`config.mk`:
```
export PLATFORM = sky130hd
export DESIGN_NAME = mips32_prefetch_queue
export DESIGN_NICKNAME = d
export VERILOG_FILES = /design/src/rtl/mips32_prefetch_queue.sv
export SDC_FILE = /design/constraint.sdc
export NUM_CORES = 1
export LEC_CHECK = 0
export CAP_MARGIN = 25
export CORE_UTILIZATION = 45
export CTS_CLUSTER_SIZE = 25
export DETAILED_ROUTE_END_ITERATION = 8
export PLACE_DENSITY = 0.74
export SLEW_MARGIN = 20
export SYNTH_ARGS = -nofsm -noshare
export SYNTH_HDL_FRONTEND = slang
export SYNTH_SLANG_ARGS = --single-unit
export TNS_END_PERCENT = 10
```
`constraint.sdc`:
```
create_clock -name clk -period 3.2 [get_ports clk]
set_input_delay 0.48 -clock clk [delete_from_list [all_inputs] [get_ports clk]]
set_output_delay 0.48 -clock clk [all_outputs]
set_load 0.02 [all_outputs]
```
`src/rtl/mips32_prefetch_queue.sv`:
```
`default_nettype none
// ============================================================================
// Module   : mips32_prefetch_queue
// Purpose  : MIPS32 instruction prefetch queue. Fetches words over a req/ack
//            handshake, buffers {IR, NPC} pairs, flushes on branch redirect.
// Options  : PFQ_HALT_STOP_EN - stop fetching after an HLT (opcode 6'b111111)
//            word is enqueued, until the next redirect or reset.
// Revision : 1.0 - initial release
// ============================================================================
module mips32_prefetch_queue #(
   parameter int DEPTH  = 4,
   parameter int ADDR_W = 10
) (
   input  logic              clk,
   input  logic              rst_n,
   output logic              imem_req,
   output logic [ADDR_W-1:0] imem_addr,
   input  logic              imem_ack,
   input  logic [31:0]       imem_rdata,
   input  logic              redirect,
   input  logic [ADDR_W-1:0] redirect_pc,
   output logic              out_valid,
   output logic [31:0]       out_ir,
   output logic [31:0]       out_npc,
   input  logic              out_ready,
   output logic [31:0]       debug_pc
);

   localparam int               c_ptr_w = $clog2(DEPTH);
   localparam logic [c_ptr_w:0] c_depth = (c_ptr_w + 1)'(DEPTH);

   logic              r_req;
   logic [ADDR_W-1:0] r_addr;
   logic [ADDR_W-1:0] r_fetch_pc;
   logic              r_discard;
   logic [c_ptr_w:0]  r_rd_ptr;
   logic [c_ptr_w:0]  r_wr_ptr;
   logic [c_ptr_w:0]  r_count;
   logic [31:0]       r_ir  [DEPTH];
   logic [31:0]       r_npc [DEPTH];

   logic              w_ack;
   logic              w_enq;
   logic              w_deq;
   logic              w_pending_next;
   logic              w_issue;
   logic              w_halt_block;
   logic [c_ptr_w:0]  w_count_next;
   logic [ADDR_W-1:0] w_pc_next;
   logic [ADDR_W-1:0] w_addr_inc;
   logic [31:0]       w_npc;

   assign w_ack      = r_req & imem_ack;
   assign w_deq      = (r_count != '0) & out_ready & ~redirect;
   assign w_addr_inc = r_addr + {{(ADDR_W-1){1'b0}}, 1'b1};
   // NPC is formed at 32 bits so the last memory word yields 2^ADDR_W
   assign w_npc      = {{(32-ADDR_W){1'b0}}, r_addr} + 32'd1;

`ifdef PFQ_HALT_STOP_EN
   localparam logic [5:0] c_hlt_op = 6'b111111;
   logic r_halted;
   logic w_hlt_seen;

   assign w_enq        = w_ack & ~r_discard & ~redirect & ~r_halted;
   assign w_hlt_seen   = w_enq & (imem_rdata[31:26] == c_hlt_op);
   assign w_halt_block = ~redirect & (r_halted | w_hlt_seen);

   always_ff @(posedge clk or negedge rst_n) begin
      if (!rst_n) begin
         r_halted <= 1'b0;
      end else if (redirect) begin
         r_halted <= 1'b0;
      end else if (w_hlt_seen) begin
         r_halted <= 1'b1;
      end
   end
`else
   assign w_enq        = w_ack & ~r_discard & ~redirect;
   assign w_halt_block = 1'b0;
`endif

   always_comb begin
      w_count_next   = r_count;
      w_pc_next      = r_fetch_pc;
      w_pending_next = r_req & ~imem_ack;
      if (redirect) begin
         w_count_next = '0;
         w_pc_next    = redirect_pc;
      end else begin
         w_count_next = r_count + {{c_ptr_w{1'b0}}, w_enq} - {{c_ptr_w{1'b0}}, w_deq};
         if (w_enq) begin
            w_pc_next = w_addr_inc;
         end
      end
      // a discarded ack leaves one idle cycle before the refetch goes out
      w_issue = ~w_pending_next & ~(w_ack & r_discard) &
                (w_count_next < c_depth) & ~w_halt_block;
   end

   always_ff @(posedge clk or negedge rst_n) begin
      if (!rst_n) begin
         r_req      <= 1'b0;
         r_addr     <= '0;
         r_fetch_pc <= '0;
         r_discard  <= 1'b0;
         r_rd_ptr   <= '0;
         r_wr_ptr   <= '0;
         r_count    <= '0;
         for (int i = 0; i < DEPTH; i++) begin
            r_ir[i]  <= '0;
            r_npc[i] <= '0;
         end
      end else begin
         r_req      <= w_pending_next | w_issue;
         r_fetch_pc <= w_pc_next;
         r_count    <= w_count_next;
         if (w_issue) begin
            r_addr <= w_pc_next;
         end
         if (redirect && w_pending_next) begin
            r_discard <= 1'b1;
         end else if (w_ack) begin
            r_discard <= 1'b0;
         end
         if (redirect) begin
            r_rd_ptr <= '0;
            r_wr_ptr <= '0;
         end else begin
            if (w_enq) begin
               r_ir[r_wr_ptr[c_ptr_w-1:0]]  <= imem_rdata;
               r_npc[r_wr_ptr[c_ptr_w-1:0]] <= w_npc;
               r_wr_ptr                     <= r_wr_ptr + 1'b1;
            end
            if (w_deq) begin
               r_rd_ptr <= r_rd_ptr + 1'b1;
            end
         end
      end
   end

   assign imem_req  = r_req;
   assign imem_addr = r_addr;
   assign out_valid = (r_count != '0);
   assign out_ir    = r_ir[r_rd_ptr[c_ptr_w-1:0]];
   assign out_npc   = r_npc[r_rd_ptr[c_ptr_w-1:0]];
   assign debug_pc  = {{(32-ADDR_W){1'b0}}, r_fetch_pc};

endmodule
`default_nettype wire

```
* After elaboration in Yosys (flattened, before gate mapping)
Cells that the tools add are included.
** Cells by class
- $add $sub $neg :: 6
- Magnitude comparators :: 4
- Multiplexer cells :: 19
- Bitwise gates (word level) :: 17
- Reductions and logical operators :: 7
** Operators by type and width (count)
- bitwise mux 128 bit :: 2
- 2-to-1 mux 32 bit :: 5
- binary-select mux 32 bit (select 2 bit) :: 2
- demux 32 bit (select 2 bit) :: 1
- 2-to-1 mux 10 bit :: 2
- 2-to-1 mux 3 bit :: 5
- adder 10 x 1 -> 11 bit, second input constant :: 1
- adder 10 x 1 -> 10 bit, second input constant :: 1
- AND 1 bit :: 9
- adder 3 x 1 -> 3 bit, second input constant :: 2
- >= comparator 3 bit, second input constant :: 2
- inverter 2 -> 3 bit :: 2
- nonzero test 2 bit :: 3
- inverter 1 bit :: 5
- adder 3 x 1 -> 3 bit :: 1
- < comparator 3 x 1 -> 1 bit, second input constant :: 1
- < comparator 3 bit, second input constant :: 1
- nonzero test 3 bit :: 1
- subtractor 3 x 1 -> 3 bit :: 1
- logical AND 1 bit :: 2
- 2-to-1 mux 1 bit :: 2
- AND reduction 2 bit :: 1
- OR 1 bit :: 1
** Storage, ports and cells
- Flip-flop bits (word level) :: 287
- Word-level logic and storage cells :: 68

* Longest topological paths before layout
Gate-level depths: netlist (run 1).
- Depth after elaboration :: 9
- Depth in mapped cells :: 14
- Depth with buffers taken out :: 12

* Worst setup path before layout (run 1)
OpenSTA, ideal clock, no wires.
- Path kind :: input -> register
- Start :: input port redirect
- End :: register r_addr[1], in the netlist imem_addr[1]
- Library setup time :: 0.125 ns
- Arrival :: 3.024 ns
- Data required time :: 3.075 ns
- Setup slack :: 0.051 ns
- Stages on the path :: 12
- Path buffers :: 3
- Path through :: clkbuf_1 -> buf_2 -> buf_1 -> nor2_1 -> ha_1 -> inv_1 -> ha_1 -> inv_1 -> fa_1 -> xnor3_1 -> o22ai_4 -> mux2_2
** Between the ends
- Word-level cells in the longest chain between the ends :: 7
** Ends and longest elaborated chain
- start, declared :: RTL line 20 : input logic redirect,
- inverter 1 bit (no line)
- AND 1 bit :: RTL line 78 : assign w_enq = w_ack & ~r_discard & ~redirect;
- adder 3 x 1 -> 3 bit :: RTL line 90 : w_count_next = r_count + {{c_ptr_w{1'b0}}, w_enq} - {{c_ptr_w{1'b0}}, w_deq};
- subtractor 3 x 1 -> 3 bit :: RTL line 90
- 2-to-1 mux 3 bit :: RTL line 86 : if (redirect) begin
- < comparator 3 bit :: RTL line 97 : (w_count_next < c_depth) & ~w_halt_block;
- AND 1 bit :: RTL line 96 : w_issue = ~w_pending_next & ~(w_ack & r_discard) &
- end signal, assigned :: RTL line 118 : r_addr <= w_pc_next;
- end, declared :: RTL line 33 : logic [ADDR_W-1:0] r_addr;
Parallel ways exist; a longest one is shown, timed or not.
A chain may end at the register's enable or synchronous reset.

* Final worst setup path (run 1)
- Start :: register r_rd_ptr[0]
- End :: output port out_ir[10]
** Between the ends
- Word-level cells in the longest chain between the ends :: 4
** Ends and longest elaborated chain
- start, declared :: RTL line 36 : logic [c_ptr_w:0] r_rd_ptr;
- start signal, assigned :: RTL line 135 : r_rd_ptr <= r_rd_ptr + 1'b1;
- inverter 2 -> 3 bit (not written as such) :: RTL line 144 : assign out_ir = r_ir[r_rd_ptr[c_ptr_w-1:0]];
- binary-select mux 32 bit (select 2 bit) :: RTL line 144
- 2-to-1 mux 32 bit (not written as such) (2 in a row) :: RTL line 144
- end, declared :: RTL line 23 : output logic [31:0] out_ir,
Every way passes these cells. The select of a mux whose other input is x is not followed.

==> results of run 1 <==
-- through the flow --
stage          hold WS [ns]  total power [mW]  setup WS, ns
6_report          -0.007989             10.75        0.1757
5_1_grt             0.05656             11.35       0.07093
4_1_cts             0.02979             10.88        0.1136
3_5_place_dp         0.4633             8.233       0.05182
3_3_place_gp         0.4546             8.117        0.1066
2_1_floorplan        0.1844             6.594       0.05090
-- worst max-delay path: cells and delay by family, from the launching register on --
| family | cells | cell delay (ns) |
|---|---|---|
| buffers and inverters | 2 | 0.81 |
| flip-flops | 1 | 0.68 |
| multiplexers | 1 | 0.54 |
-- sequential cells by signal (all words and copies together), names as in the netlist --
signal / flops
r_count: 3
r_discard: 1
r_wr_ptr: 2
r_npc: 44
r_ir: 128
r_rd_ptr: 2
imem_addr: 10
imem_req: 1
r_fetch_pc: 10
-- layout make-up --
cell class | instances | share of cell area (%)
sequential | 201 | 44.27
clock inverter | 7 | 0.7481
multi-input combinational | 425 | 33.89
inverter | 9 | 0.2970
tap | 270 | 2.970
timing repair buffer | 129 | 11.87
clock buffer | 34 | 5.952
-- Yosys cell counts (3+ instances only) --
master and n:
o21ai_0 44, buf_2 18, buf_6 3, mux2_2 127
nand2_1 61, o21ai_2 4, o31ai_1 4, nand3_1 6
dfrtp_1 201, a21oi_1 10, mux4_2 43, mux2i_1 3
mux2_1 7, or3_1 3, ha_1 7, and2_1 3
nor2b_1 5, inv_1 9, buf_4 45, clkbuf_1 10
nand2b_1 4, buf_1 4, xor2_1 7, nand2_2 3
nor2_1 12
-- where the power goes --
group	internal [mW]	switching [mW]
clock network	1.62	0.994
logic	2.29	1.88
registers	3.39	0.588
total	7.29	3.46
-- layer usage --
layer  share of wire [%]  wire, um
met4                 1.5       273
met1                  47      8833
met3                 4.2       784
met2                  47      8842
met5                   0         0
-- cell families (layout without fill, tap and decap cells) --
kind of cell / Yosys count / in the layout
AOI/OAI and AO/OA: 73 / 73
xor gates and xnor gates: 10 / 10
adders and majority gates: 8 / 8
buffers and inverters: 91 / 179
DFF: 201 / 201
muxes: 180 / 180
other: 1 / 43
and+or+nand+nor: 111 / 111
-- worst max-delay path by stage --
| stage | start | endpoint | cells past startpoint |
|---|---|---|---|
| after floorplan | redirect | imem_addr[1] | 12 |
| after global placement | redirect | imem_addr[9] | 13 |
| after detailed placement | redirect | imem_addr[9] | 13 |
| after CTS | r_rd_ptr[0] | out_ir[10] | 3 |
| after global routing | r_rd_ptr[0] | out_ir[10] | 3 |
| final | r_rd_ptr[0] | out_ir[10] | 3 |
==> flow_summary.ini, run 1 <==
[place]
portBuffers = 111
placedInstanceArea_sq_um = 10610
place_hpwl_um = 11970
place_inst = 1034
gp_congestion = 0.7493

[run_status]
status = finished, violations left
violations = hold timing

[global_routing]
grt_use_met2_pct = 29.19
met1_usage_pct = 26.32
overflow = 0
grt_max_degree = 80
grt_use_total_pct = 18.28
antenna_found_initial = 0
grt_pass1_wl_um = 30930
use_met3_pct = 2.727
top_usage_layer = met2
grt_pass1_vias = 5883

[worst_hold_path]
hp-class = in -> async

[floorplan]
dieHeight_um = 145.7
rows = 52
die_w_um = 145.7
fp.dieArea_sq_um = 21230
io_pins = 155
core_sq_um = 20230
start_util_pct = 45.94

[synthesis]
yosys_most_used_dff = dfrtp_1
synthSimpleGateAreaFrac_pct = 5.748
syn_inst = 675
synthArstFlopShare_pct = 100.0
synth_edf_count = 0
yosys-top-cells-area = dfrtp_1 (54%), mux2_2 (15%), mux4_2 (10%), buf_4 (3.6%), nand2_1 (2.5%)
synth_compound_area_share_pct = 4.765
yosys.area_share.adder_pct = 1.158
synth-xor-area-share_pct = 1.090
yosysSeqAreaShare_pct = 54.11
syn-cell-area_sq_um = 9295
ys_warn_count = 0
synth_area_per_cell_sq_um = 13.77
synth_top_family_by_area = multiplexers
yosysTopAreaCell = dfrtp_1
yosysUniqueCellTypes = 51
muxShareOfSynthArea_pct = 26.98
yosys.area.top_type_share_pct = 54.11
ys_seq_elements = 201

[detailed_routing]
via_count = 5556
drtAntennaViolNets = 0
first_iter_violations = 158
drt-total-wl_um = 18730
drc = 0
vias_per_cell = 5.168
wl_per_cell_um = 17.43
first_pass_iters = 4

[worst_setup_path]
cp_slowest_cell = dfrtp_4
critPathRequiredTime_ns = 2.72
timing.rr.start = r_count[1]
critPathLaunchType = register
arrival_ns = 2.54
r2r_setup_slack_ns = 0.33
critPathKind = reg -> out
critPathMaxFanout = 17
critical_path.endpoint_type = output pin
r2r-end = imem_addr[9]
rr_worst_depth = 13
crit_chain = buf_12, mux4_2, clkdlybuf4s50_1
slowest_delay_ns = 0.68

[clock_tree]
post_cts_resized = 0
cts_buffers = 23
cts_tree = built
clock_sinks = 201
clkLatencyLatePin_ns = 0.50
cts_setup_buffers = 0
cts_root_buffer = clkbuf_16
cts_hold_buf = 0
worst_setup_hold_path_clk_slew_ns = 0.06
cts_buffer_depth = 3
htreeDepth = 1

[final_layout]
n_antenna_cell = 0
drive_above_1_share_pct = 30.43
mostFrequentLayoutCell = dfrtp_1
fin_util_pct = 56.21
final_net_count = 844
postLayoutCellArea_sq_um = 11370
multi_input_area_sq_um = 3855
final_cell_mix = dfrtp_1 (199), mux2_2 (127), clkdlybuf4s50_1 (110)
stdcell_count = 1075
regArea_sq_um = 5035
area_delta_synth_final_pct = 22.36
nFillCells = 1652

[timing]
finalCritPeriodShare_pct = 94.51
fmax_ghz = 0.3307
setup_viol = 0
hold_viol_final = 3
period_needed_ns = 3.024
holdWs_ns = -0.007989
slew_headroom_pct = 55.05
setup_tns_ns = 0
grt_setup_unrepaired = no
skew_ns = 0.01164
tightest_slew_ns = 0.6742
report.final.slew_viol_count = 0

[power_and_ir_drop]
vdd_drop_max_uv = 639.5
power_leakage_nw = 5.147
power.density_nw_per_um2 = 945.6

[flow_run]
cap_violations = 0
No activity file was read; power rests on OpenSTA's default activity.
==> run 2: changes to the inputs <==
Settings changed: CAP_MARGIN 25 to 10, RECOVER_POWER from default to 100.
Clock period 3.2 ns to 2.8 ns, I/O delays scaled along.
==> run 2 against run 1 <==
Largest cell class unchanged. Sequential power grew 13%. Via count grew 1.8%. The run ends with setup timing left. Die area is the same. Critical endpoint is now imem_addr[0].
==> flow_summary.ini, run 2 (synthesis gave the netlist of run 1 again) <==
[detailed_routing]
via_count = 5657
drt-total-wl_um = 19020
wl_per_cell_um = 17.44
drc = 0
first_pass_iters = 4
first_iter_violations = 218
vias_per_cell = 5.185
drtAntennaViolNets = 0

[worst_setup_path]
slowest_delay_ns = 0.40
critPathRequiredTime_ns = 3.20
critPathKind = reg -> reg
critPathLaunchType = register
critical_path.endpoint_type = register
cp_slowest_cell = or3_4
critPathMaxFanout = 8
arrival_ns = 3.26
r2r_setup_slack_ns = -0.06
r2r-end = imem_addr[0]
crit_chain = or3_4, nand2_2, nor2_1, ha_1, inv_1, ha_2, inv_2, fa_2, xnor3_2, o22ai_4, buf_12, buf_4, nand2_1, o31ai_2
timing.rr.start = r_count[1]
rr_worst_depth = 14

[timing]
slew_headroom_pct = 43.61
setup_tns_ns = -0.1102
period_needed_ns = 2.856
worst_slack_ns = -0.05587
report.final.slew_viol_count = 0
finalCritPeriodShare_pct = 102.0
hold_viol_final = 0
grt_setup_unrepaired = yes
fmax_ghz = 0.3502
skew_ns = 0.01145
tightest_slew_ns = 0.8458
setup_viol = 4

[global_routing]
antenna_found_initial = 0
grt_pass1_vias = 6010
overflow = 0
grt_use_total_pct = 18.58
grt_max_degree = 84
grt_pass1_wl_um = 31610

[final_layout]
postLayoutCellArea_sq_um = 11600
drive_above_1_share_pct = 33.25
largest_register = r_ir
final_net_count = 863
reg_top3 = r_ir x128, r_npc x44
final_cell_mix = dfrtp_1 (198), mux2_2 (127), clkdlybuf4s50_1 (80)
area_delta_synth_final_pct = 24.83
largest_register_ffs = 128
mostFrequentLayoutCell = dfrtp_1
n_antenna_cell = 0

[worst_hold_path]
holdPathStages = 2
hp-class = reg -> reg
min-delay-start = r_npc[41]
hold-path-endpoint = r_npc[41]

[floorplan]
start_util_pct = 45.94
core_sq_um = 20230
io_pins = 155
die_w_um = 145.7
dieHeight_um = 145.7
rows = 52
fp.dieArea_sq_um = 21230

[power_and_ir_drop]
seqPwrFrac_pct = 36.4
power.density_nw_per_um2 = 1065
power.share.clock_pct = 22.7
finalPower_mw = 12.36
power_leakage_nw = 5.536
swShare_pct = 32.63
intPower_mw = 8.328
vdd_drop_max_uv = 655.0
combPwrFrac_pct = 40.9
p_switching_mw = 4.033

[clock_tree]
clkLatencyLatePin_ns = 0.50
worst_setup_hold_path_clk_slew_ns = 0.06
htreeDepth = 1
cts_tree = built
cts_root_buffer = clkbuf_16
clock_sinks = 201
cts_buffer_depth = 3
cts_buffers = 22

[run_status]
status = finished, violations left
violations = setup timing

[flow_run]
cap_violations = 0

[place]
place_hpwl_um = 12320
portBuffers = 111
gp_congestion = 0.7592
placedInstanceArea_sq_um = 10710
==> run 2: how the worst max path moves through the flow <==
stage,from,end,slack [ns]
3_3_place_gp,redirect,imem_addr[9],-0.27
4_1_cts,r_rd_ptr[0],out_ir[13],0.005
5_1_grt,r_count[1],imem_addr[0],-0.16
3_5_place_dp,redirect,imem_addr[9],-0.31
2_1_floorplan,r_count[1],imem_addr[1],0.008
6_report,r_count[1],imem_addr[0],-0.06
==> run 2: layout make-up <==
type                            instances  area [sq um]
Inverter                                9         33.78
Clock buffer                           29         638.1
Clock inverter                          8         67.56
Fill cell                            1602          8631
Sequential cell                       201          5036
Timing Repair Buffer                  149          1597
Multi-Input combinational cell        425          3894
Tap cell                              270         337.8
==> run 2: power groups by stage <==
stage                     Combinational (mW)  Sequential, mW  Clock (mW)
after floorplan                         3.11            4.44           0
after global placement                  4.82            4.50           0
after detailed placement                4.90            4.55           0
after CTS                               5.19            4.49        2.88
after global routing                    5.42            4.64        3.01
final                                   5.05            4.50        2.81
==> run 2: layer usage <==
layer	share of wire (%)	GRT usage (%)	vias up
li1	-	-	2598
met1	44	25.31	2890
met2	49	30.89	135
met3	4.2	3.166	34
met4	2.3	4.947	0
met5	0	0	-
==> run 2: repair_timing <==
action                     CTS  global route
pin swaps                    2             5
setup buffers                6             3
hold buffers                 1             0
resized for setup            7            35
gates cloned                 2             0
hold endpoints to repair     1             0
setup endpoints to repair   33            37
==> run 2: metrics by stage <==
step | hold slack (ns) | utilization (%) | setup WS (ns) | std cells
floorplan | 0.1244 | - | 0.007832 | 717
global placement | 0.4562 | 52.93 | -0.2697 | 1043
detailed placement | 0.4622 | 52.93 | -0.3084 | 1043
CTS | 0.4754 | 57.15 | 0.005102 | 1089
global route | 0.4874 | 57.35 | -0.1560 | 1091
finish | 0.4739 | 57.35 | -0.05587 | 1091
==> run 2: worst max-delay path, delay by kind of cell (launching register included) <==
family                   cells  cell delay, ns
adder cells (fa/ha/maj)      3            0.76
AND/OR/NAND/NOR              4            0.59
AO/OA/AOI/OAI                2            0.39
flip-flops                   1            0.38
buffers and inverters        4            0.37
XOR/XNOR                     1            0.27
==> run 3: changes to the inputs <==
Settings changed: CAP_MARGIN 10 to default.
==> results of run 3 <==
Final layout, timing and power as in run 2 (identical DEF).
